## src/rtl/alien_bomb_move_if.sv

```systemverilog
// Signal bundle between the alien bomb mover and its neighbours.
// The frame timing, collision and shooter inputs come from the game logic.
// The launch acknowledge and bomb position go back to the matrix and drawing logic.
interface alien_bomb_move_if;
  logic        startOfFrame;
  logic        enable_sof;
  logic        collision;
  logic        alien_valid;
  logic [10:0] alien_x;
  logic [10:0] alien_y;
  logic        fire_ack;
  logic        active;
  logic [10:0] bomb_x;
  logic [10:0] bomb_y;

  modport master (
    output startOfFrame, enable_sof, collision, alien_valid, alien_x, alien_y,
    input  fire_ack, active, bomb_x, bomb_y
  );

  modport slave (
    input  startOfFrame, enable_sof, collision, alien_valid, alien_x, alien_y,
    output fire_ack, active, bomb_x, bomb_y
  );
endinterface

```

## src/rtl/alien_bomb_move.sv

```systemverilog
// Alien bomb mover.
// After a pseudo-random cooldown, the bomb launches from the shooter alien.
// It then falls in 1/64-pixel fixed point with capped downward acceleration.
// It retires on a collision or when it reaches the bottom limit.
module alien_bomb_move #(
  parameter int unsigned FIXED_POINT_MULTIPLIER = 64,
  parameter int unsigned INIT_SPEED             = 128,
  parameter int unsigned ACC                    = 8,
  parameter int unsigned MAX_SPEED              = 384,
  parameter int unsigned Y_OFFSET               = 16,
  parameter int unsigned Y_FRAME_BOTTOM         = 461,
  parameter int unsigned COOLDOWN_MIN           = 30,
  parameter int unsigned COOLDOWN_RAND_MASK     = 5'h1F,
  parameter logic [15:0] LFSR_SEED              = 16'hACE1
) (
  input logic              clk,
  input logic              reset,
  alien_bomb_move_if.slave bus
);

  localparam int LOG2_FPM = $clog2(FIXED_POINT_MULTIPLIER);

  localparam logic signed [31:0] FPM_S    = 32'(FIXED_POINT_MULTIPLIER);
  localparam logic signed [31:0] INIT_S   = 32'(INIT_SPEED);
  localparam logic signed [31:0] ACC_S    = 32'(ACC);
  localparam logic signed [31:0] MAX_S    = 32'(MAX_SPEED);
  localparam logic signed [31:0] YOFF_S   = 32'(Y_OFFSET);
  localparam logic signed [31:0] BOTTOM_S = 32'(Y_FRAME_BOTTOM * FIXED_POINT_MULTIPLIER);
  localparam logic [15:0]        CD_MIN   = 16'(COOLDOWN_MIN);
  localparam logic [4:0]         CD_MASK  = 5'(COOLDOWN_RAND_MASK);

  typedef enum logic [2:0] {
    COOLDOWN_ST   = 3'd0,
    ARM_ST        = 3'd1,
    MOVE_ST       = 3'd2,
    SOF_ST        = 3'd3,
    POS_CHANGE_ST = 3'd4,
    LIMITS_ST     = 3'd5
  } state_t;

  state_t             state;
  logic signed [31:0] ypos;
  logic signed [31:0] speed;
  logic [10:0]        xpix;      // X is launched on a whole pixel and never moves
  logic               hit;
  logic [15:0]        lfsr;
  logic [15:0]        cooldown;
  logic               sof;
  logic               ypos_unused;

  // Fibonacci LFSR, taps 16,14,13,11, shifting towards the MSB.
  function automatic logic [15:0] lfsr_next(input logic [15:0] cur);
    return {cur[14:0], cur[15] ^ cur[13] ^ cur[12] ^ cur[10]};
  endfunction

  // Cooldown reload: minimum plus a masked random slice of the LFSR.
  function automatic logic [15:0] cooldown_reload(input logic [15:0] cur);
    return CD_MIN + {11'd0, cur[4:0] & CD_MASK};
  endfunction

  // Add the acceleration and clip the result at the speed ceiling.
  function automatic logic signed [31:0] speed_next(input logic signed [31:0] cur);
    logic signed [31:0] sum;
    sum = cur + ACC_S;
    return (sum > MAX_S) ? MAX_S : sum;
  endfunction

  assign sof         = bus.startOfFrame & bus.enable_sof;
  assign bus.bomb_x  = xpix;
  assign bus.bomb_y  = ypos[LOG2_FPM +: 11];
  assign ypos_unused = ^{ypos[31:LOG2_FPM+11], ypos[LOG2_FPM-1:0]};

  // Bomb state machine, LFSR and registered outputs.
  always_ff @(posedge clk or posedge reset) begin
    if (reset) begin
      state        <= COOLDOWN_ST;
      ypos         <= 32'sd0;
      speed        <= 32'sd0;
      xpix         <= 11'd0;
      hit          <= 1'b0;
      lfsr         <= LFSR_SEED;
      cooldown     <= CD_MIN;
      bus.active   <= 1'b0;
      bus.fire_ack <= 1'b0;
    end else begin
      lfsr         <= lfsr_next(lfsr);
      bus.fire_ack <= 1'b0;
      case (state)
        COOLDOWN_ST: begin
          bus.active <= 1'b0;
          if (sof) begin
            if (cooldown == 16'd0) begin
              state <= ARM_ST;
            end else begin
              cooldown <= cooldown - 16'd1;
            end
          end
        end
        ARM_ST: begin
          if (sof && bus.alien_valid) begin
            xpix         <= bus.alien_x;
            ypos         <= ($signed({21'd0, bus.alien_y}) + YOFF_S) * FPM_S;
            speed        <= INIT_S;
            bus.active   <= 1'b1;
            bus.fire_ack <= 1'b1;
            state        <= MOVE_ST;
          end
        end
        MOVE_ST: begin
          if (bus.collision) begin
            hit <= 1'b1;
          end
          if (sof) begin
            state <= SOF_ST;
          end
        end
        SOF_ST: begin
          if (hit) begin
            bus.active <= 1'b0;
            hit        <= 1'b0;
            cooldown   <= cooldown_reload(lfsr);
            state      <= COOLDOWN_ST;
          end else begin
            state <= POS_CHANGE_ST;
          end
        end
        POS_CHANGE_ST: begin
          ypos  <= ypos + speed;
          speed <= speed_next(speed);
          state <= LIMITS_ST;
        end
        LIMITS_ST: begin
          if (ypos >= BOTTOM_S) begin
            ypos       <= BOTTOM_S;
            bus.active <= 1'b0;
            cooldown   <= cooldown_reload(lfsr);
            state      <= COOLDOWN_ST;
          end else begin
            state <= MOVE_ST;
          end
        end
        default: begin
          state <= COOLDOWN_ST;
        end
      endcase
    end
  end

endmodule

```

## src/flat_wrapper.sv

```systemverilog
// flat-port wrapper written by rule: the top's interface ports become plain ports
module alien_bomb_move_flat 
#(
  parameter int unsigned FIXED_POINT_MULTIPLIER = 64,
  parameter int unsigned INIT_SPEED             = 128,
  parameter int unsigned ACC                    = 8,
  parameter int unsigned MAX_SPEED              = 384,
  parameter int unsigned Y_OFFSET               = 16,
  parameter int unsigned Y_FRAME_BOTTOM         = 461,
  parameter int unsigned COOLDOWN_MIN           = 30,
  parameter int unsigned COOLDOWN_RAND_MASK     = 5'h1F,
  parameter logic [15:0] LFSR_SEED              = 16'hACE1
)
  (clk, reset, bus_startOfFrame, bus_enable_sof, bus_collision, bus_alien_valid, bus_alien_x, bus_alien_y, bus_fire_ack, bus_active, bus_bomb_x, bus_bomb_y);
  alien_bomb_move_if bus_i ();
  input logic clk;
  input logic reset;
  input wire logic [$bits(bus_i.startOfFrame)-1:0] bus_startOfFrame;
  input wire logic [$bits(bus_i.enable_sof)-1:0] bus_enable_sof;
  input wire logic [$bits(bus_i.collision)-1:0] bus_collision;
  input wire logic [$bits(bus_i.alien_valid)-1:0] bus_alien_valid;
  input wire logic [$bits(bus_i.alien_x)-1:0] bus_alien_x;
  input wire logic [$bits(bus_i.alien_y)-1:0] bus_alien_y;
  output wire logic [$bits(bus_i.fire_ack)-1:0] bus_fire_ack;
  output wire logic [$bits(bus_i.active)-1:0] bus_active;
  output wire logic [$bits(bus_i.bomb_x)-1:0] bus_bomb_x;
  output wire logic [$bits(bus_i.bomb_y)-1:0] bus_bomb_y;
  assign bus_i.startOfFrame = bus_startOfFrame;
  assign bus_i.enable_sof = bus_enable_sof;
  assign bus_i.collision = bus_collision;
  assign bus_i.alien_valid = bus_alien_valid;
  assign bus_i.alien_x = bus_alien_x;
  assign bus_i.alien_y = bus_alien_y;
  assign bus_fire_ack = bus_i.fire_ack;
  assign bus_active = bus_i.active;
  assign bus_bomb_x = bus_i.bomb_x;
  assign bus_bomb_y = bus_i.bomb_y;
  alien_bomb_move #(.FIXED_POINT_MULTIPLIER(FIXED_POINT_MULTIPLIER), .INIT_SPEED(INIT_SPEED), .ACC(ACC), .MAX_SPEED(MAX_SPEED), .Y_OFFSET(Y_OFFSET), .Y_FRAME_BOTTOM(Y_FRAME_BOTTOM), .COOLDOWN_MIN(COOLDOWN_MIN), .COOLDOWN_RAND_MASK(COOLDOWN_RAND_MASK), .LFSR_SEED(LFSR_SEED)) u_core (.clk(clk), .reset(reset), .bus(bus_i));
endmodule
```

## config.mk

```make
export PLATFORM = sky130hd
export DESIGN_NAME = alien_bomb_move_flat
export DESIGN_NICKNAME = d
export VERILOG_FILES = /design/src/rtl/alien_bomb_move_if.sv /design/src/rtl/alien_bomb_move.sv /design/src/flat_wrapper.sv
export SDC_FILE = /design/constraint.sdc
export NUM_CORES = 1
export LEC_CHECK = 0
export ABC_CLOCK_PERIOD_IN_PS = 3500
export BUFFER_PORTS_ARGS = -buffer_cell sky130_fd_sc_hd__buf_2
export CAP_MARGIN = 0
export CORE_ASPECT_RATIO = 0.7
export CORE_UTILIZATION = 61
export DETAILED_ROUTE_END_ITERATION = 10
export MAX_ROUTING_LAYER = met4
export PLACE_DENSITY_LB_ADDON = 0.12
export SKIP_LAST_GASP = 1
export SYNTH_ARGS = -nofsm -noshare
export SYNTH_HDL_FRONTEND = slang
export SYNTH_SLANG_ARGS = --single-unit
```

## constraint.sdc

```tcl
create_clock -name clk -period 3.5 [get_ports clk]
set_input_delay 0.35 -clock clk [delete_from_list [all_inputs] [get_ports clk]]
set_output_delay 0.35 -clock clk [all_outputs]
set_load 0.05 [all_outputs]
```

Word-level counts from Yosys, hierarchy flattened
Index checks and enable logic that the tools add are counted.
- register bits after elaboration: 113
- bits of input ports: 28
- output and inout port bits: 24
- $add $sub $neg: 5
- $lt $le $gt $ge: 2
- eq/ne operators: 13
- mux-type cells: 26
- bitwise operators: 4
- reductions and logical operators: 15
- operators with widths (operator ; number):
    two-way mux 32 bit ; 4
    case mux 32 bit (3 select lines) ; 1
    two-way mux 16 bit ; 4
    case mux 32 bit (2 select lines) ; 1
    case mux 16 bit (3 select lines) ; 1
    adder 32 bit ; 1
    adder 32 x 5 -> 32 bit (second input constant) ; 1
    >= comparator 32 x 16 -> 1 bit (second input constant) ; 1
    greater-than comparator 32 x 10 -> 1 bit (second input constant) ; 1
    case mux 3 bit (6 select lines) ; 1
    zero test 16 bit ; 1
    subtractor 16 x 1 -> 16 bit (second input constant) ; 1
    two-way mux 3 bit ; 5
    adder 11 x 5 -> 12 bit (second input constant) ; 1
    inequality test 2 x 1 -> 1 bit (second input constant) ; 6
    AND reduction 4 bit ; 2
    adder 5 x 5 -> 6 bit (first input constant) ; 1
    equality test 3 x 2 -> 1 bit (second input constant) ; 2
    equality test 3 bit (second input constant) ; 2
    two-way mux 1 bit ; 6
    AND reduction 2 bit ; 3
    nonzero test 3 bit ; 2
    AND reduction 5 bit ; 1
    inequality test 2 bit (second input constant) ; 2
    11 further kinds ; 14

Longest topological paths before layout
- depth after elaboration: 4
- mapped depth: 14

Worst setup path after synthesis
Ideal clock, no wire load.
- path type: register to register
- start point: reg u_core.speed[3]
- end point: reg u_core.speed[7]
- arrival: 2.936 ns
- data required time: 3.379 ns
- slack: 0.443 ns
- stages on the path, launching flop included: 14
- path buffers: 2
- clock period less this slack: 3.057 ns
- cell sequence: dfrtp_1 > ha_1 > buf_4 > or4b_1 > a21oi_1 > a31oi_1 > a222oi_1 > nand4_1 > nor4_2 > a41oi_1 > a21oi_2 > buf_6 > nand2_1 > o22a_1
- word-level cells in the longest chain between the ends: 4
- RTL lines (item ; RTL line ; text):
    from (decl) ; alien_bomb_move.sv:43 ; logic signed [31:0] speed;
    from (signal assigned) ; alien_bomb_move.sv:129 ; speed <= speed_next(speed);
    adder 32 x 5 -> 32 bit (*) ; alien_bomb_move.sv:64 ; sum = cur + ACC_S;
    greater-than comparator 32 x 10 -> 1 bit ; alien_bomb_move.sv:65 ; return (sum > MAX_S) ? MAX_S : sum;
    two-way mux 32 bit (*) ; alien_bomb_move.sv:65 ;
    case mux 32 bit (2 select lines) (*) ; alien_bomb_move.sv:88 ; case (state)
Every way passes the cells marked *; elsewhere a longest branch is shown, timed or not.
A chain may end at the register's enable or synchronous reset.

Worst setup path in the final report
- start point: reg u_core.speed[3]
- end point: reg u_core.speed[15]
The elaborated chain is that of the path after synthesis.

==> impl_metrics.tcl <==
set metrics [dict create \
    root_buffer "clkbuf_16" \
    avgRoutedWirePerCell_um 17.4 \
    worstPathArrival_ps 3620 \
    die_area_um2 11800 \
    synth_edf_count 0 \
    power.density_nw_per_um2 812 \
    ys.flop_type "dfrtp_1" \
    grt_overflow_total 0 \
    synth_top_area_share_pct 35.4 \
    seq_area_frac_synth_pct 39.9 \
    clk_path_buf_depth 2 \
    synth_area_um2 6930 \
    core-area_um2 11100 \
    drtIter0Drc 606 \
    syn_inst 794 \
    postPlaceCellArea_um2 7330 \
    cts.clk_slew.worst_paths_ps 80 \
    slew_viol_final 0 \
    grt_util_all_layers_pct 31.6 \
    grt_max_degree 61 \
    routabilityCongestion 0.942 \
    path_max_fanout 16 \
    synth.largest_area_cell "dfrtp_1" \
    insertion_delay_ps 360 \
    grt_pass1_wl_um 28200 \
    rows 32 \
    p_leak_uw 0.00350 \
    tightestPinTransition_ps 732 \
    end_kind "flop" \
    place.detailed.hpwl_um 12600 \
    syn_area_per_cell_um2 8.73 \
    antenna_cells 0 \
    die_x_um 129 \
    finalPower_uw 6200 \
    startpoint_type "flop" \
    period_share_pct 95.5 \
    vias 6150 \
    hold_viol_final 0 \
    setup_viol 0 \
    area_growth_pct 10.3 \
    status "complete, no violations" \
    h-tree-depth 3 \
    ant_nets 0 \
    final_common_cell "nand2_1" \
    skew_ps 7.52 \
    ir_drop_mv 0.400 \
    drt-pass1-iter-count 5 \
    final_net_count 895 \
    die_h_um 91.2 \
    timing.fmax_mhz 299 \
    drc 0 \
    async_flop_share_pct 100 \
    final_area_um2 7640 \
    final_cell_mix "nand2_1 (101), dfrtp_1 (94), o21ai_0 (69)" \
    cts_setup_buffers 0 \
    rsz0062_at_grt "yes" \
    period_minus_slack_ps 3340 \
    layout-drive-gt1-share_pct 15.1 \
    wirelength_um 17200 \
    cts_tree "done" \
    synth_warnings 0 \
    cap_violations 0 \
    critPathKind "reg -> reg" \
    ys_types 64 \
    min_path_type "in -> async" \
    grt_pass1_vias 5668 \
    antenna_found_initial 0 \
    start_util_pct 62.7 \
    fin_hold_ws_ps 107 \
    cp_data_required_time_ps 3780 \
    slew_headroom_pct 51.2 \
    hold_buffers 0 \
    cts_buffers 9 \
    ios 52 \
    cts_resized 0 \
    via_per_inst 6.20 \
    synth_area_leaders "dfrtp_1 (35%), ha_1 (6.0%), nand2_1 (5.5%), o21ai_0 (5.0%), dfstp_2 (4.5%)" \
    synth-seq-cells 110 \
    synth_fp_nets 855 \
    io_buffers 51 \
    clock-sinks 110 \
]
per-stage QoR:
stage	setup slack, ps	setup TNS [ps]	cells	util, %
2_1_floorplan	268	0	794	-
3_3_place_gp	322	0	976	66.3
3_5_place_dp	177	0	976	66.3
4_1_cts	151	0	992	69.0
5_1_grt	-37.1	-61.8	992	69.2
6_report	159	0	992	69.2
where the power goes:
group          leakage [µW]  switching (µW)  internal, µW
logic               0.00193            1870          1090
registers           0.00143             548          1670
clock network      0.000148             509           522
area by class of cell:
cell class | instances | area (µm²)
multi-input combinational | 609 | 3820
fill | 901 | 3410
sequential | 110 | 2770
timing repair buffer | 79 | 465
clock buffer | 10 | 239
tap | 153 | 191
inverter | 25 | 96.3
clock inverter | 6 | 57.6
flip-flops by register name, indices dropped and copies added (netlist names):
signal,count
u_core.bus.active,1
u_core.bus.fire_ack,1
u_core.cooldown,16
u_core.hit,1
u_core.bus.bomb_x,11
u_core.speed,29
u_core.ypos,32
u_core.state,3
u_core.lfsr,16
critical path: stages (launching register included):
cell and delay (ps):
dfrtp_2 470, ha_1 360, or4b_1 470, a21oi_1 180, a31oi_1 60, a222oi_1 360
nand4_1 150, nor4_2 200, a41oi_1 240, a21oi_2 240, buf_4 260, nand4_1 110
mux2i_1 160
per-layer routing:
layer	vias to the layer above	GRT usage [%]	wire length, µm
met4	0	8.82	267
met5	-	-	0
met2	259	43.4	7210
li1	2947	-	-
met1	2912	46.3	8370
met3	32	7.19	1360
kinds of logic (layout without fill, tap and decap cells):
logic type / after synthesis / after routing / synth area share [%]
AND/OR/NAND/NOR: 307 / 307 / 22.5
AO/OA/AOI/OAI: 204 / 204 / 18.0
flip-flops: 110 / 110 / 39.9
buffers and inverters: 75 / 120 / 5.16
XOR/XNOR: 49 / 49 / 6.19
adder cells (fa/ha/maj): 33 / 33 / 5.96
multiplexers: 16 / 16 / 2.33
cell usage after synthesis (all sizes together), types with 12 or more instances:
cell / count
buf: 20
dfrtp: 98
nand4: 19
nand3: 34
xor2: 21
nor3: 28
xnor2: 28
dfstp: 12
nor2: 48
nand2: 101
or3: 12
clkbuf: 30
ha: 33
nor4: 13
o21ai: 70
a21oi: 58
inv: 23
mux2i: 15
worst paths after layout:
kind	startpoint	endpoint	slack, ps	cells past startpoint
max	u_core.speed[3]	u_core.speed[15]	160	12
min	reset	u_core.lfsr[12]	110	2
max reg2reg	u_core.speed[3]	u_core.speed[15]	160	12
min reg2reg	u_core.lfsr[6]	u_core.lfsr[7]	360	0
max in group asynchronous	reset	u_core.cooldown[3]	2520	3
min in group clk	bus_alien_x[6]	u_core.bus.bomb_x[6]	180	3
No activity file was read; power rests on OpenSTA's default activity.
